`config.mk`:
```
export PLATFORM = sky130hd
export DESIGN_NAME = reg_write_arbiter
export DESIGN_NICKNAME = d
export VERILOG_FILES = /design/src/rtl/reg_write_arbiter.sv
export SDC_FILE = /design/constraint.sdc
export NUM_CORES = 1
export LEC_CHECK = 0
export ABC_AREA = 1
export BUFFER_PORTS_ARGS = -buffer_cell sky130_fd_sc_hd__buf_4
export CAP_MARGIN = 20
export CORE_MARGIN = 4
export CORE_UTILIZATION = 54
export DETAILED_ROUTE_END_ITERATION = 6
export MAX_ROUTING_LAYER = met4
export PLACE_DENSITY = 0.82
export SETUP_SLACK_MARGIN = 0.2
export SKIP_LAST_GASP = 1
export SLEW_MARGIN = 5
export SYNTH_ARGS = -nofsm -noshare
export SYNTH_HDL_FRONTEND = slang
export SYNTH_SLANG_ARGS = --single-unit
```
`constraint.sdc`:
```
create_clock -name clk -period 5.05 [get_ports clk]
set_input_delay 1.01 -clock clk [delete_from_list [all_inputs] [get_ports clk]]
set_output_delay 1.01 -clock clk [all_outputs]
set_load 0.03 [all_outputs]
```
`src/rtl/reg_write_arbiter.sv`:
```
// Round-robin write arbiter in front of one shared falling-edge register.
// Define ARB_FIXED_PRIO_EN to replace round-robin with fixed lowest-index priority.
module reg_write_arbiter #(
  parameter int NREQ  = 4,
  parameter int WIDTH = 8,
  parameter int IDXW  = 2
) (
  input  logic                  clk,
  input  logic                  reset,
  input  logic [NREQ-1:0]       req,
  input  logic [NREQ*WIDTH-1:0] data_in,
  output logic [NREQ-1:0]       grant,
  output logic [NREQ-1:0]       ack,
  output logic [WIDTH-1:0]      q,
  output logic                  busy,
  output logic [IDXW-1:0]       owner
);

  localparam logic [1:0] S_IDLE  = 2'd0;
  localparam logic [1:0] S_GRANT = 2'd1;
  localparam logic [1:0] S_ACK   = 2'd2;

  localparam logic [NREQ-1:0] ONE = NREQ'(1);

  logic [1:0]       state;
  logic [IDXW-1:0]  gnt_idx;
  logic [IDXW-1:0]  win_idx;
  logic             win_valid;
  logic [WIDTH-1:0] wr_data;

`ifdef ARB_FIXED_PRIO_EN
  always_comb begin
    // NOTE: every always_comb output gets a default first, so no path can leave it
    // unassigned and infer a latch.
    win_idx   = '0;
    win_valid = 1'b0;
    for (int i = NREQ - 1; i >= 0; i--) begin
      if (req[i]) begin
        win_idx   = IDXW'(i);
        win_valid = 1'b1;
      end
    end
  end
`else
  logic [IDXW-1:0] rr_ptr;
  int              cand;

  // Search upward from the pointer with wrap; the first set request wins.
  always_comb begin
    // NOTE: every always_comb output gets a default first, so no path can leave it
    // unassigned and infer a latch.
    win_idx   = '0;
    win_valid = 1'b0;
    cand      = 0;
    for (int k = 0; k < NREQ; k++) begin
      cand = (int'(rr_ptr) + k) % NREQ;
      if (!win_valid && req[cand[IDXW-1:0]]) begin
        win_idx   = cand[IDXW-1:0];
        win_valid = 1'b1;
      end
    end
  end
`endif

  // Constant-index mux keeps the data select free of computed part-selects.
  always_comb begin
    wr_data = '0;
    for (int i = 0; i < NREQ; i++) begin
      if (gnt_idx == IDXW'(i)) wr_data = data_in[i*WIDTH +: WIDTH];
    end
  end

  assign busy = (state != S_IDLE);

  always_ff @(negedge clk or posedge reset) begin
    if (reset) begin
      state   <= S_IDLE;
      grant   <= '0;
      ack     <= '0;
      q       <= '0;
      owner   <= '0;
      gnt_idx <= '0;
`ifndef ARB_FIXED_PRIO_EN
      rr_ptr  <= '0;
`endif
    end else begin
      // NOTE: sequential state uses non-blocking assignments so every register
      // samples pre-edge values regardless of statement order.
      case (state)
        S_IDLE: begin
          if (win_valid) begin
            grant   <= ONE << win_idx;
            gnt_idx <= win_idx;
            state   <= S_GRANT;
          end
        end
        S_GRANT: begin
          grant <= '0;
          // A requester that withdrew before this edge gets no write and no ack.
          if (req[gnt_idx]) begin
            q     <= wr_data;
            ack   <= ONE << gnt_idx;
            owner <= gnt_idx;
`ifndef ARB_FIXED_PRIO_EN
            rr_ptr <= (gnt_idx == IDXW'(NREQ - 1)) ? '0 : gnt_idx + 1'b1;
`endif
            state <= S_ACK;
          end else begin
            state <= S_IDLE;
          end
        end
        S_ACK: begin
          ack   <= '0;
          state <= S_IDLE;
        end
        default: begin
          grant <= '0;
          ack   <= '0;
          state <= S_IDLE;
        end
      endcase
    end
  end

endmodule

```
* After elaboration in Yosys (flattened, before gate mapping)
Index checks and enable logic that the tools add are counted.
Word-level totals: word-level logic and storage cells 70, bits in registers 24, output and inout port bits 19, input bits 38
Cells by class: shift operators 2, add/sub/neg operators 4, bitwise gates (word level) 2, multiplexer cells 30, equality and inequality tests 7, reductions and logical operators 13, magnitude comparators 5
Operator list (count):
- $mux W8 | 4
- $pmux W4 S2 | 2
- $lt A2 B3 Y1 const B | 5
- $mux W2 | 7
- $bmux W1 S2 | 5
- $mux W1 | 9
- $mux W4 | 2
- $reduce_and A2 Y1 | 4
- $shl A1 B2 Y4 const A | 2
- $eq A2 B2 Y1 const B | 3
- $add A2 B1 Y2 const B | 2
- $add A2 B2 Y2 const B | 2
- $eq A2 B1 Y1 const B | 2
- $logic_not A2 Y1 | 2
- $ne A2 B2 Y1 const B | 2
- $pmux W2 S2 | 1
- $logic_and A1 B1 Y1 | 3
- $logic_not A1 Y1 | 3
- $not A1 Y1 | 2
- $reduce_bool A2 Y1 | 1

* Depth between registers and ports, before layout
Gate-level depths: netlist of run 1.
word-level depth 15, gate-level depth with buffers 13, gate-level depth less buffers 12

==> results of run 1 <==
power by group through the flow:
stage / clock network (mW) / registers, mW / logic, mW
global placement: 0 / 0.370 / 0.978
floorplan: 0 / 0.463 / 0.665
global route: 0.0920 / 0.382 / 1.10
CTS: 0.0837 / 0.367 / 0.999
detailed placement: 0 / 0.369 / 0.997
finish: 0.0833 / 0.370 / 0.993
worst register-to-register path, cell delays in order, from the launching register on:
cell and delay (ps):
sky130_fd_sc_hd__dfrtn_1 520, sky130_fd_sc_hd__inv_1 130, sky130_fd_sc_hd__ha_1 340, sky130_fd_sc_hd__nor2_1 510
sky130_fd_sc_hd__nand2_1 110, sky130_fd_sc_hd__nand2_1 90, sky130_fd_sc_hd__o211ai_1 80, sky130_fd_sc_hd__nand3_1 110
sky130_fd_sc_hd__o21a_1 110
state kept, by name, summed over array words and instances (netlist names):
signal,cells
owner,2
ack,4
rr_ptr,2
gnt_idx,2
q,8
grant,4
state,2
timing repair:
action | in CTS | in global routing
hold buffers | 0 | 0
gates resized for setup | 0 | 1
setup endpoints to repair | 0 | 1
path summary, 6_finish.rpt:
path,end,slack [ps]
max,busy,350
min,q[7],440
max reg2reg,q[7],3080
min reg2reg,q[7],440
max in group asynchronous,rr_ptr[0],1630
min in group asynchronous,grant[1],3150
logic make-up after synthesis:
kind of cell	share of synthesized area
AND/OR/NAND/NOR	0.382
AO/OA/AOI/OAI	0.141
buffers and inverters	0.0794
flip-flops	0.367
adder cells (fa/ha/maj)	0.0306
cells in the final DEF, fill, tap and decap left out:
master / n
sky130_fd_sc_hd__a21boi_2: 1
sky130_fd_sc_hd__a21oi_1: 10
sky130_fd_sc_hd__buf_4: 57
sky130_fd_sc_hd__clkbuf_4: 3
sky130_fd_sc_hd__clkinv_1: 2
sky130_fd_sc_hd__dfrtn_1: 24
sky130_fd_sc_hd__ha_1: 4
sky130_fd_sc_hd__inv_1: 12
sky130_fd_sc_hd__inv_2: 6
sky130_fd_sc_hd__nand2_1: 66
sky130_fd_sc_hd__nand2_2: 13
sky130_fd_sc_hd__nand2_4: 4
sky130_fd_sc_hd__nand3_1: 25
sky130_fd_sc_hd__nand3_2: 1
sky130_fd_sc_hd__nand3_4: 2
sky130_fd_sc_hd__nand4_1: 1
sky130_fd_sc_hd__nor2_1: 5
sky130_fd_sc_hd__nor2_2: 4
sky130_fd_sc_hd__nor2_4: 3
sky130_fd_sc_hd__o211ai_1: 8
sky130_fd_sc_hd__o21a_1: 8
sky130_fd_sc_hd__o21ai_0: 7
sky130_fd_sc_hd__o21ai_1: 3
layout make-up:
cell class / count / area (µm²)
Multi-Input combinational cell: 165 / 910
Fill cell: 262 / 754
Sequential cell: 24 / 601
Timing Repair Buffer: 57 / 428
Inverter: 20 / 75.1
Tap cell: 31 / 38.8
Clock buffer: 3 / 22.5
metal layers:
metal  GRT usage  routed length (µm)  share of wire  vias to the layer above
li1            -                   -              -                      814
met5           -                   0              0                        -
met3      0.0480                 267          0.064                        6
met4      0.0523                  35         0.0084                        0
met1       0.303                1880           0.45                      722
met2       0.354                1960           0.47                       48
==> impl_summary.md, run 1 <==
Worst setup path
The critical path start-end classification is register to output port. The slowest stage cell on the critical path is sky130_fd_sc_hd__dfrtn_1. The startpoint identified for the worst register-to-register timing path is gnt_idx[1]. The worst setup path is captured at an output port. In this run the worst path has a maximum fanout of 4.

The worst setup path is launched from a register. In this design, the largest share of critical-path delay is due to flip-flops. Traced cell by cell, the critical path runs through nor2_2 -> inv_1 -> buf_4.

The buffering stage count on the worst path with inverters included is 2. The maximum cell stage delay along the critical path is 430 ps. The startpoint of the worst setup timing path is state[0]. The number of cells on the worst reg-to-reg path is 8. STA puts the critical path data required time at 4040 ps. For the worst setup path, the data arrival time is 3690 ps.

Counting buffers and inverters, the worst setup path is 3 cells deep.

Finish
The post-synthesis to final-layout area growth is 26.7%. After routing the design area is 0.00207 mm². The share of final-layout standard cells stronger than drive strength 1 is 0.349. For this run, the share of the core covered by cells in the final layout is 0.733. The number of antenna diodes in the final layout is 0.

The final cell count without fillers is 300. After the last flow step, the layout net total stands at 313.

Place
In this run the cell area measured after placement is 0.00205 mm². The number of port buffers is 56. The weighted congestion at the end of routability-driven global placement is 0.901.

The post-DP HPWL is 3.32 mm. The instance count after placement with tap cells included is 297. The pre-CTS setup slack is 196 ps.

Clock network
TritonCTS built the clock tree. The longest clock path from root to sink contains 2 buffers. The clock reaches the later pin of the worst-skew pair after 300 ps. TritonCTS created 3 clock buffers. The depth of the CTS H-tree is 1. The root buffer cell chosen for the clock tree is sky130_fd_sc_hd__clkbuf_4.

The clock net sink count is 24. Post-CTS timing repair inserted 0 buffers for setup. The clock transition time at the flip-flop clock pins of the worst setup and hold paths is 90 ps.

Logic synthesis
Ranked by instance count, the synthesized netlist is headed by sky130_fd_sc_hd__nand2_1 (66), sky130_fd_sc_hd__nand3_1 (25), sky130_fd_sc_hd__dfrtn_1 (24), sky130_fd_sc_hd__nand2_2 (13), sky130_fd_sc_hd__inv_1 (12). The number of enable flip-flop cells after synthesis is 0. In this run the mean area of a mapped cell was 7.58 µm². Yosys instantiated no cell more often than sky130_fd_sc_hd__nand2_1.

The synthesis-stage register bit count is 24. By area the synthesized netlist is led by sky130_fd_sc_hd__dfrtn_1 (37%), sky130_fd_sc_hd__nand2_1 (15%), sky130_fd_sc_hd__nand3_1 (7.6%). The count of mapped cells out of synthesis is 216.

The number of different library cells used by synthesis comes to 25. The leading register cell type out of synthesis is sky130_fd_sc_hd__dfrtn_1. The mapped netlist covers 0.00164 mm². The area share of the largest cell type after synthesis is 0.367. The largest area contributor in the netlist is sky130_fd_sc_hd__dfrtn_1. The proportion of synthesized chip area in sequential cells is 0.367. The synthesized netlist net count is 258. For this run, asynchronously set or reset flops after synthesis account for 1.00. The count of yosys warnings during synthesis is 0.

Global routing
The total congestion overflow after global routing is 0. The maximum number of pins on one net before global-route repair is 25. The first global-routing pass estimated 7.18 mm of wire. The overall fraction of global-route tracks in use is 0.227. The via count of the first global-routing pass is 1,551. The initial antenna violation count is 0.

Hold path
The worst hold path belongs to the class register to register. The hold path startpoint is q[7]. Along the worst hold path, the cell count comes to 1.

Power and ir drop
Of the total power, registers draw 0.256. The switching share of power is 0.535. The share of total power dissipated in the clock network is 0.058. The power density over cell area is 697 mW/mm².

IR analysis of the VDD net gives a maximum drop of 0.000385 V. The total power draw is 1.45 mW. The internal portion of the total power is 0.673 mW.

The combinational fraction of design power is 0.687. The standby leakage power is 1.08 nW. The analysis attributes to net switching a power of 0.773 mW.

STA
The final hold violation count is 0. The relative slew slack is 0.622. Setup repair after global routing left no endpoint under its margin.

In the final timing run, aggregate negative setup slack is 0 ps. The maximum clock skew at final layout is 5.76 ps. For the pin with the worst max-slew slack, the measured transition is 565 ps. Setup slack closes at 345 ps.

The worst-case hold slack is 443 ps. The count of final max-slew check failures came to 0. The count of endpoints failing setup in the final report is 0.

Floorplan
The die is 63.1 µm wide. The die covers 0.00398 mm². For this configuration, the core starts out at a cell density of 0.579. The I/O pin count is 57.

The die is 63.1 µm tall. In this run the standard cell core region covers 0.00283 mm². Row generation in the floorplan step produced 19 rows.

Drt
The first detailed-routing pass took 4 iterations. The first routing iteration left 134 violations. The detailed-route wire length per cell is 13.8 µm. The number of design rule violations left after detail routing is 0. Summed over all layers, the routed wires come to 4.14 mm. The detailed-route vias per instance is 5.30. The remaining antenna violation count after routing is 0. Detailed routing inserted a total of 1,590 vias.

Outcome
The flow ran to the end, and the final reports show no timing, DRC or antenna violations.

Job
The reported max-cap violation count is 0.
Power figures use the tool's default switching activity.
==> run 2, diff against run 1 <==
--- a/config.mk
+++ b/config.mk
@@ -6,12 +6,11 @@
 export NUM_CORES = 1
 export LEC_CHECK = 0
-export ABC_AREA = 1
 export BUFFER_PORTS_ARGS = -buffer_cell sky130_fd_sc_hd__buf_4
 export CAP_MARGIN = 20
 export CORE_MARGIN = 4
-export CORE_UTILIZATION = 54
+export CORE_UTILIZATION = 50
 export DETAILED_ROUTE_END_ITERATION = 6
 export MAX_ROUTING_LAYER = met4
-export PLACE_DENSITY = 0.82
+export PLACE_DENSITY = 0.81
 export SETUP_SLACK_MARGIN = 0.2
 export SKIP_LAST_GASP = 1
==> constraint.sdc (replaced) <==
create_clock -name clk -period 5.05 [get_ports clk]
set_input_delay 0.505 -clock clk [delete_from_list [all_inputs] [get_ports clk]]
set_output_delay 0.505 -clock clk [all_outputs]
set_load 0.03 [all_outputs]
==> impl_summary.md, run 2 <==
Logic synthesis
The number of enable flip-flop cells after synthesis is 0. The synthesized netlist net count is 172. The synthesis-stage register bit count is 24. The largest area contributor in the netlist is sky130_fd_sc_hd__dfrtn_1.

Summing every instance area after synthesis gives 0.00129 mm². The average cell area after synthesis is 9.95 µm². The number of distinct library cells after synthesis is 28.

The Yosys step of the flow raised 0 warnings. Of the total synthesized cell area, the portion taken by XOR and XNOR cells is 0. The fraction of synthesized area in multiplexers is 0.0667. By count the netlist is led by sky130_fd_sc_hd__dfrtn_1 (24), sky130_fd_sc_hd__a21oi_1 (21), sky130_fd_sc_hd__nor2_1 (13), sky130_fd_sc_hd__inv_1 (12), sky130_fd_sc_hd__a22oi_1 (8). Of the total synthesized cell area, the portion taken by full adders, half adders and majority gates is 0.0387. The area fraction in compound gates after synthesis is 0.265. The area share of the largest cell type after synthesis is 0.464. The most frequent cell after synthesis is sky130_fd_sc_hd__dfrtn_1. For this run, the register share of the synthesized area comes to 0.464. By area, the combinational part of the netlist is dominated by compound AO/OA/AOI/OAI gates. Of the total synthesized cell area, the portion taken by AND, OR, NAND and NOR gates is 0.0870. The count of mapped cells out of synthesis is 130.

In the synthesized netlist the dominant register cell turns out to be sky130_fd_sc_hd__dfrtn_1. Ranked by total cell area, the synthesized netlist is headed by sky130_fd_sc_hd__dfrtn_1 (46%), sky130_fd_sc_hd__a21oi_1 (8.1%), sky130_fd_sc_hd__a221o_1 (5.4%). The share of synthesized registers carrying an async set or reset is 1.00.

STA
The count of final max-slew check failures is 0. Final hold analysis gives a worst-case slack of 456 ps. Adding up every negative setup slack in the final design gives 0 ps. For the pin with the worst max-slew slack, the measured transition is 862 ps. Setup repair after global routing left no endpoint under its margin. The maximum clock skew at final layout is 6.60 ps.

Setup violations remaining at the end of the flow were counted as 0. The final hold violation count is 0. The worst path setup slack after routing is 675 ps. The relative slew slack is 0.425.

Floorplan
The number of rows created at floorplan is 18. The core area is 0.00248 mm². For this configuration, the core starts out at a cell density of 0.522.

The die extent in y is 58.9 µm. The die covers 0.00347 mm². The I/O pin count is 57. The floorplan step set the die width to 58.9 µm.

Job
The tool flagged a number of max-cap violations equal to 0.

Place
The number of port buffers is 56. The pre-CTS setup slack is 376 ps. The weighted congestion at the end of routability-driven global placement is 0.834. Counting tap cells, the placed design contains a total of 206 instances.

Detailed placement finished with a half-perimeter wire length of 2.55 mm.

Power and ir drop
VDD sags by at most 0.000485 V. The power density over cell area is 704 mW/mm². The standby leakage power is 0.876 nW.

Hold path
The worst min-delay path category is register to register.

Drt
The remaining antenna violation count after routing is 0. The final route contains 1,179 vias. After detailed routing, the number of vias per cell comes to 5.61. For this run, design rule violations remaining after detail routing come to 0. The total detailed-routing wirelength is 3.30 mm. The detailed router finished its first iteration with 89 violations. The detailed-route wire length per cell is 15.7 µm. The number of search-and-repair iterations in the first detailed-routing pass is 4.

Worst setup path
STA classifies the critical path startpoint as an input port. The maximum cell stage delay along the critical path is 730 ps. The data arrival time of the worst path is 2010 ps. The required time at the worst-slack endpoint is 2680 ps.

The slowest stage cell on the critical path is sky130_fd_sc_hd__and3b_1. The critical path start-end classification is input port to register. Of all nets on the critical path, the largest fanout is 26. Traced cell by cell, the critical path runs through buf_4 -> mux4_2 -> and3b_1 -> mux2_2. The kind of capture point of the worst setup path is a register.

Global routing
The total congestion overflow after global routing is 0. The initial antenna violation count is 0. The via count of the first global-routing pass is 1,171. The maximum number of pins on one net before global-route repair is 27. The first global-routing pass estimated 5.25 mm of wire. For this run, the total global-route usage over all layers was measured as 0.201.

Clock network
The buffer depth of the longest clock path is 2. The number of cells upsized or downsized after cts is 0. In this run the number of H-tree levels came out at 1. The number of buffers added for setup after CTS is 0. The clock tree from TritonCTS is built. The clock transition time at the flip-flop clock pins of the worst setup and hold paths is 80 ps. The number of buffers added to fix hold violations after cts is 0. The clock latency on the worst-skew pair is 300 ps. CTS placed an instance of sky130_fd_sc_hd__clkbuf_4 at the clock tree root. Counting every sink on the clock net gives 24. The number of buffers created by CTS is 3.

Finish
The share of final-layout standard cells stronger than drive strength 1 is 0.361. The filler cells instantiated in the layout total 192. The multi-input combinational cell area is 592 µm². The combined flip-flop and latch cell area is 601 µm². The most common cell after layout, fill and taps aside is sky130_fd_sc_hd__buf_4.

Leaving out fill and tap cells, the most frequent cells in the layout are sky130_fd_sc_hd__buf_4 (56), sky130_fd_sc_hd__dfrtn_1 (24), sky130_fd_sc_hd__a21oi_1 (21). In the final layout, the registers with the most flip-flops are q: 8 flops, ack: 4 flops, grant: 4 flops. The net count of the finished layout is 223. Counting flops per register, the top entry is q.

The final cell count without fillers is 210. The number of flip-flops under the largest register name is 8. From synthesis to final layout, the design area changed by 35.1%.

The antenna diode count is 0. At the end of the flow the core is filled with cells to 0.706.

Outcome
The run finished with clean final reports.
-- run 2: cell count changes after synthesis, moves of 5 or more --
cell | before | now
sky130_fd_sc_hd__a21oi_1 | 10 | 21
sky130_fd_sc_hd__a221o_1 | 0 | 7
sky130_fd_sc_hd__a22oi_1 | 0 | 8
sky130_fd_sc_hd__clkbuf_1 | 1 | 7
sky130_fd_sc_hd__inv_2 | 6 | 0
sky130_fd_sc_hd__nand2_1 | 66 | 3
sky130_fd_sc_hd__nand2_2 | 13 | 0
sky130_fd_sc_hd__nand3_1 | 25 | 0
sky130_fd_sc_hd__nor2_1 | 6 | 13
sky130_fd_sc_hd__o211ai_1 | 8 | 0
sky130_fd_sc_hd__o21a_1 | 8 | 1
sky130_fd_sc_hd__o21ai_0 | 7 | 2
-- run 2: cell families (layout without fill, tap and decap cells) --
logic type | Yosys count | in the layout
and+or+nand+nor | 24 | 24
DFF | 24 | 24
AOI/OAI and AO/OA | 49 | 49
muxes | 7 | 7
adders and majority gates | 4 | 4
buffers and inverters | 22 | 72
-- run 2: final cells by class --
| class | count | area share |
|---|---|---|
| clock inverters | 1 | 0.0172 |
| multi-input cells | 84 | 0.339 |
| inverters | 12 | 0.0258 |
| flip-flops and latches | 24 | 0.344 |
| well taps | 30 | 0.0215 |
| clock buffers | 3 | 0.0129 |
| repair buffers | 56 | 0.241 |
-- run 2: per-layer routing --
metal	up-vias	wire, µm	GRT usage
met4	0	51	0.0518
met2	49	1660	0.352
met5	-	0	-
li1	571	-	-
met3	9	283	0.0285
met1	550	1300	0.242
-- run 2: through the flow --
step / power, mW / cell area [µm²]
6_report: 1.23 / 1750
5_1_grt: 1.32 / 1750
4_1_cts: 1.23 / 1750
3_5_place_dp: 1.10 / 1700
3_3_place_gp: 1.07 / 1700
2_1_floorplan: 0.886 / 1290
-- run 2: power by group --
part | leakage (nW) | internal [mW] | switching (mW)
Sequential | 0.295 | 0.293 | 0.0743
Combinational | 0.552 | 0.300 | 0.429
Clock | 0.0279 | 0.0802 | 0.0535
-- run 2: path summary, 6_finish.rpt --
kind,startpoint,slack [ps],cells after the start,endpoint
max,req[1],670,4,owner[0]
min in group asynchronous,reset,2770,2,ack[3]
max reg2reg,gnt_idx[0],2930,3,owner[0]
min reg2reg,grant[3],460,1,grant[3]
min,grant[3],460,1,grant[3]
max in group asynchronous,reset,1720,2,rr_ptr[0]
-- run 2: critical path: cells and delay by family --
family                 cells  cell delay (ps)
and+or+nand+nor            1              730
muxes                      2              660
buffers and inverters      1              110
==> run 3, diff against run 2 <==
- CORE_UTILIZATION: 50 -> 46
- PLACE_DENSITY: 0.81 -> 0.86
- clock period: 5.05 -> 4.5 ns (I/O delays scaled with it)
==> impl_summary.md, run 3 (synthesis gave the netlist of run 2 again) <==
Place
After detailed placement, the total cell area comes to 0.00170 mm². After legalization and detailed placement, the total HPWL measured 2.52 mm. The number of port buffers is 56. Prior to clock tree synthesis, the placed netlist has a worst setup slack of 311 ps. Routability-driven placement finished with a final weighted congestion of 0.868.

Clock network
At the later pin of the worst-skew pair, clock insertion delay measures 300 ps. TritonCTS built the clock tree. The tree is rooted in a sky130_fd_sc_hd__clkbuf_4. The number of buffers added to fix hold violations after cts is 0. The depth of the CTS H-tree is 1. The longest clock path from root to sink contains 2 buffers.

Buffers inserted during clock tree synthesis total 3. For this design, the sink count on the clock tree is 24. After clock tree synthesis, the clock-pin slew on the worst setup and hold paths is 80 ps.

The number of cells upsized or downsized after cts is 0. The number of buffers added for setup after CTS is 0.

Worst setup path
Broken down by cell family, the worst path's largest delay share belongs to multiplexers. Traced cell by cell, the critical path runs through buf_4 -> mux4_2 -> and3b_1 -> buf_4 -> nor2_1 -> a21oi_1. STA classifies the critical path endpoint as a register. The critical path crosses 6 cells after its start point. For this design, the slowest cell found on the critical path is sky130_fd_sc_hd__mux4_2.

In this design, the critical path's most frequently occurring cell is sky130_fd_sc_hd__buf_4. For the worst setup path, the data arrival time is 1770 ps. The buffering stage count on the worst path with inverters included is 2. The largest single stage delay on the critical path is 470 ps.

The required time at the worst-slack endpoint is 2400 ps. The worst setup path is launched from an input port. The critical path start-end classification is input port to register.

In this run the worst path has a maximum fanout of 16. The length in cells of the worst reg-to-reg path is 6.

Hold path
In this run the worst hold path is classified as register to register. The instance count along the most critical hold path is 1.

Global routing
The fraction of met1 tracks used by global routing is 0.213. Entering global routing, the biggest net connects 25 pins. The via count of the first global-routing pass is 1,154. For met2 alone, demand over resource in global routing was 0.322. The initial antenna violation count was 0.

For this run the aggregate overflow at the end of global routing stands at 0. The layer flagged by global routing as most heavily used is met2. The first global-routing pass estimated 5.02 mm of wire. The overall fraction of global-route tracks in use is 0.184. For met3 alone, demand over resource in global routing was 0.0419.

STA
The maximum clock skew at final layout is 3.76 ps. The count of final max-slew check failures was 0. The count of endpoints failing setup in the final report is 0.

At the pin with the least slew margin, the transition time is 869 ps. The final hold violation count came to 0. Setup repair after global routing left no endpoint under its margin. The worst path meets setup with 630 ps of slack. The total negative slack for setup checks is 0 ps.

The relative slew slack is 0.420.

Finish
The post-synthesis to final-layout area growth is 34.4%. The repair_antennas step left the layout with diodes totalling 0. The final instance area is 0.00174 mm². The register with the most flip-flops in the layout has 8 of them. Fill cells in the final layout number 213. In the final layout, the registers with the most flip-flops are q: 8 flops, ack: 4 flops, grant: 4 flops. The share of final-layout standard cells stronger than drive strength 1 is 0.365. The number of nets in the finished design is 224. The register name with the most flops is q. The most common cell after layout, fill and taps aside is sky130_fd_sc_hd__buf_4. In the layout the commonest cells are sky130_fd_sc_hd__buf_4 (57), sky130_fd_sc_hd__dfrtn_1 (24), sky130_fd_sc_hd__a21oi_1 (21).

Drt
After detailed routing, the number of vias per cell comes to 5.51. The total via count in the routed design is 1,163. The total detailed-routing wirelength is 3.20 mm. In this run the remaining antenna-violating nets after routing total 0. The number of search-and-repair iterations in the first detailed-routing pass is 4. The detailed-route wire length per cell is 15.2 µm. The initial DRC count is 74. The number of design rule violations left after detail routing is 0.

Power and ir drop
The standby leakage power is 0.874 nW. In this run the power density over the cells is 771 mW/mm². The worst ir drop on vdd is 0.000488 V.

Floorplan
The region available for standard cell placement spans 0.00257 mm². The die outline area is 0.00372 mm². The I/O pin count is 57. The floorplan has 18 rows. The die extent in y is 61.0 µm. From left edge to right edge, the die measures 61.0 µm. The initial utilization of the core area, before any placement, comes to 0.504.

Outcome
The flow ran to the end, and the final reports show no timing, DRC or antenna violations.

Job
The reported max-cap violation count is 0.
run 3: cell types whose count changed in the layout (fill, tap and decap cells not counted), sizes merged:
cell	previous run	this run
bufinv	1	0
buf	56	57
clkbuf	3	4
run 3: area by class of cell:
class                      count  area (µm²)  share of cell area
timing repair buffer          57         428               0.246
inverter                      12        45.0              0.0259
sequential                    24         601               0.345
multi-input combinational     84         592               0.340
clock buffer                   4        36.3              0.0209
tap                           30        37.5              0.0216
run 3: worst paths after layout:
check                           startpoint       end  slack [ps]
max in group asynchronous            reset  grant[1]        1480
min in group asynchronous            reset  grant[0]        2460
worst min register to register    grant[3]  grant[3]         450
worst max register to register  gnt_idx[1]      q[4]        2520
worst max-delay path                req[3]      q[4]         630
worst min-delay path              grant[3]  grant[3]         450
run 3: stage by stage:
step                total power [mW]  hold WS (ps)   util  cells
floorplan                      0.994           522      -    130
global placement                1.21           446  0.663    207
detailed placement              1.24           443  0.663    207
CTS                             1.35           456  0.677    211
global route                    1.44           474  0.677    211
finish                          1.34           454  0.677    211
run 3: per-layer routing:
metal	up-vias	share of wire
met5	-	0
met2	58	0.47
met3	2	0.14
met4	0	0.0031
li1	575	-
met1	528	0.39
run 3: where the power goes:
part	leakage, nW	internal, mW	switching, mW
logic	0.558	0.342	0.481
registers	0.295	0.329	0.0806
clock network	0.0210	0.0493	0.0582
total	0.874	0.721	0.619
run 3: worst reg2reg max path, cell delays in order (launching register included):
cell and delay, ps:
sky130_fd_sc_hd__dfrtn_1 420, sky130_fd_sc_hd__inv_1 150, sky130_fd_sc_hd__ha_1 440, sky130_fd_sc_hd__nor2b_1 230, sky130_fd_sc_hd__a221o_1 340, sky130_fd_sc_hd__a22oi_1 170
sky130_fd_sc_hd__a21oi_1 90
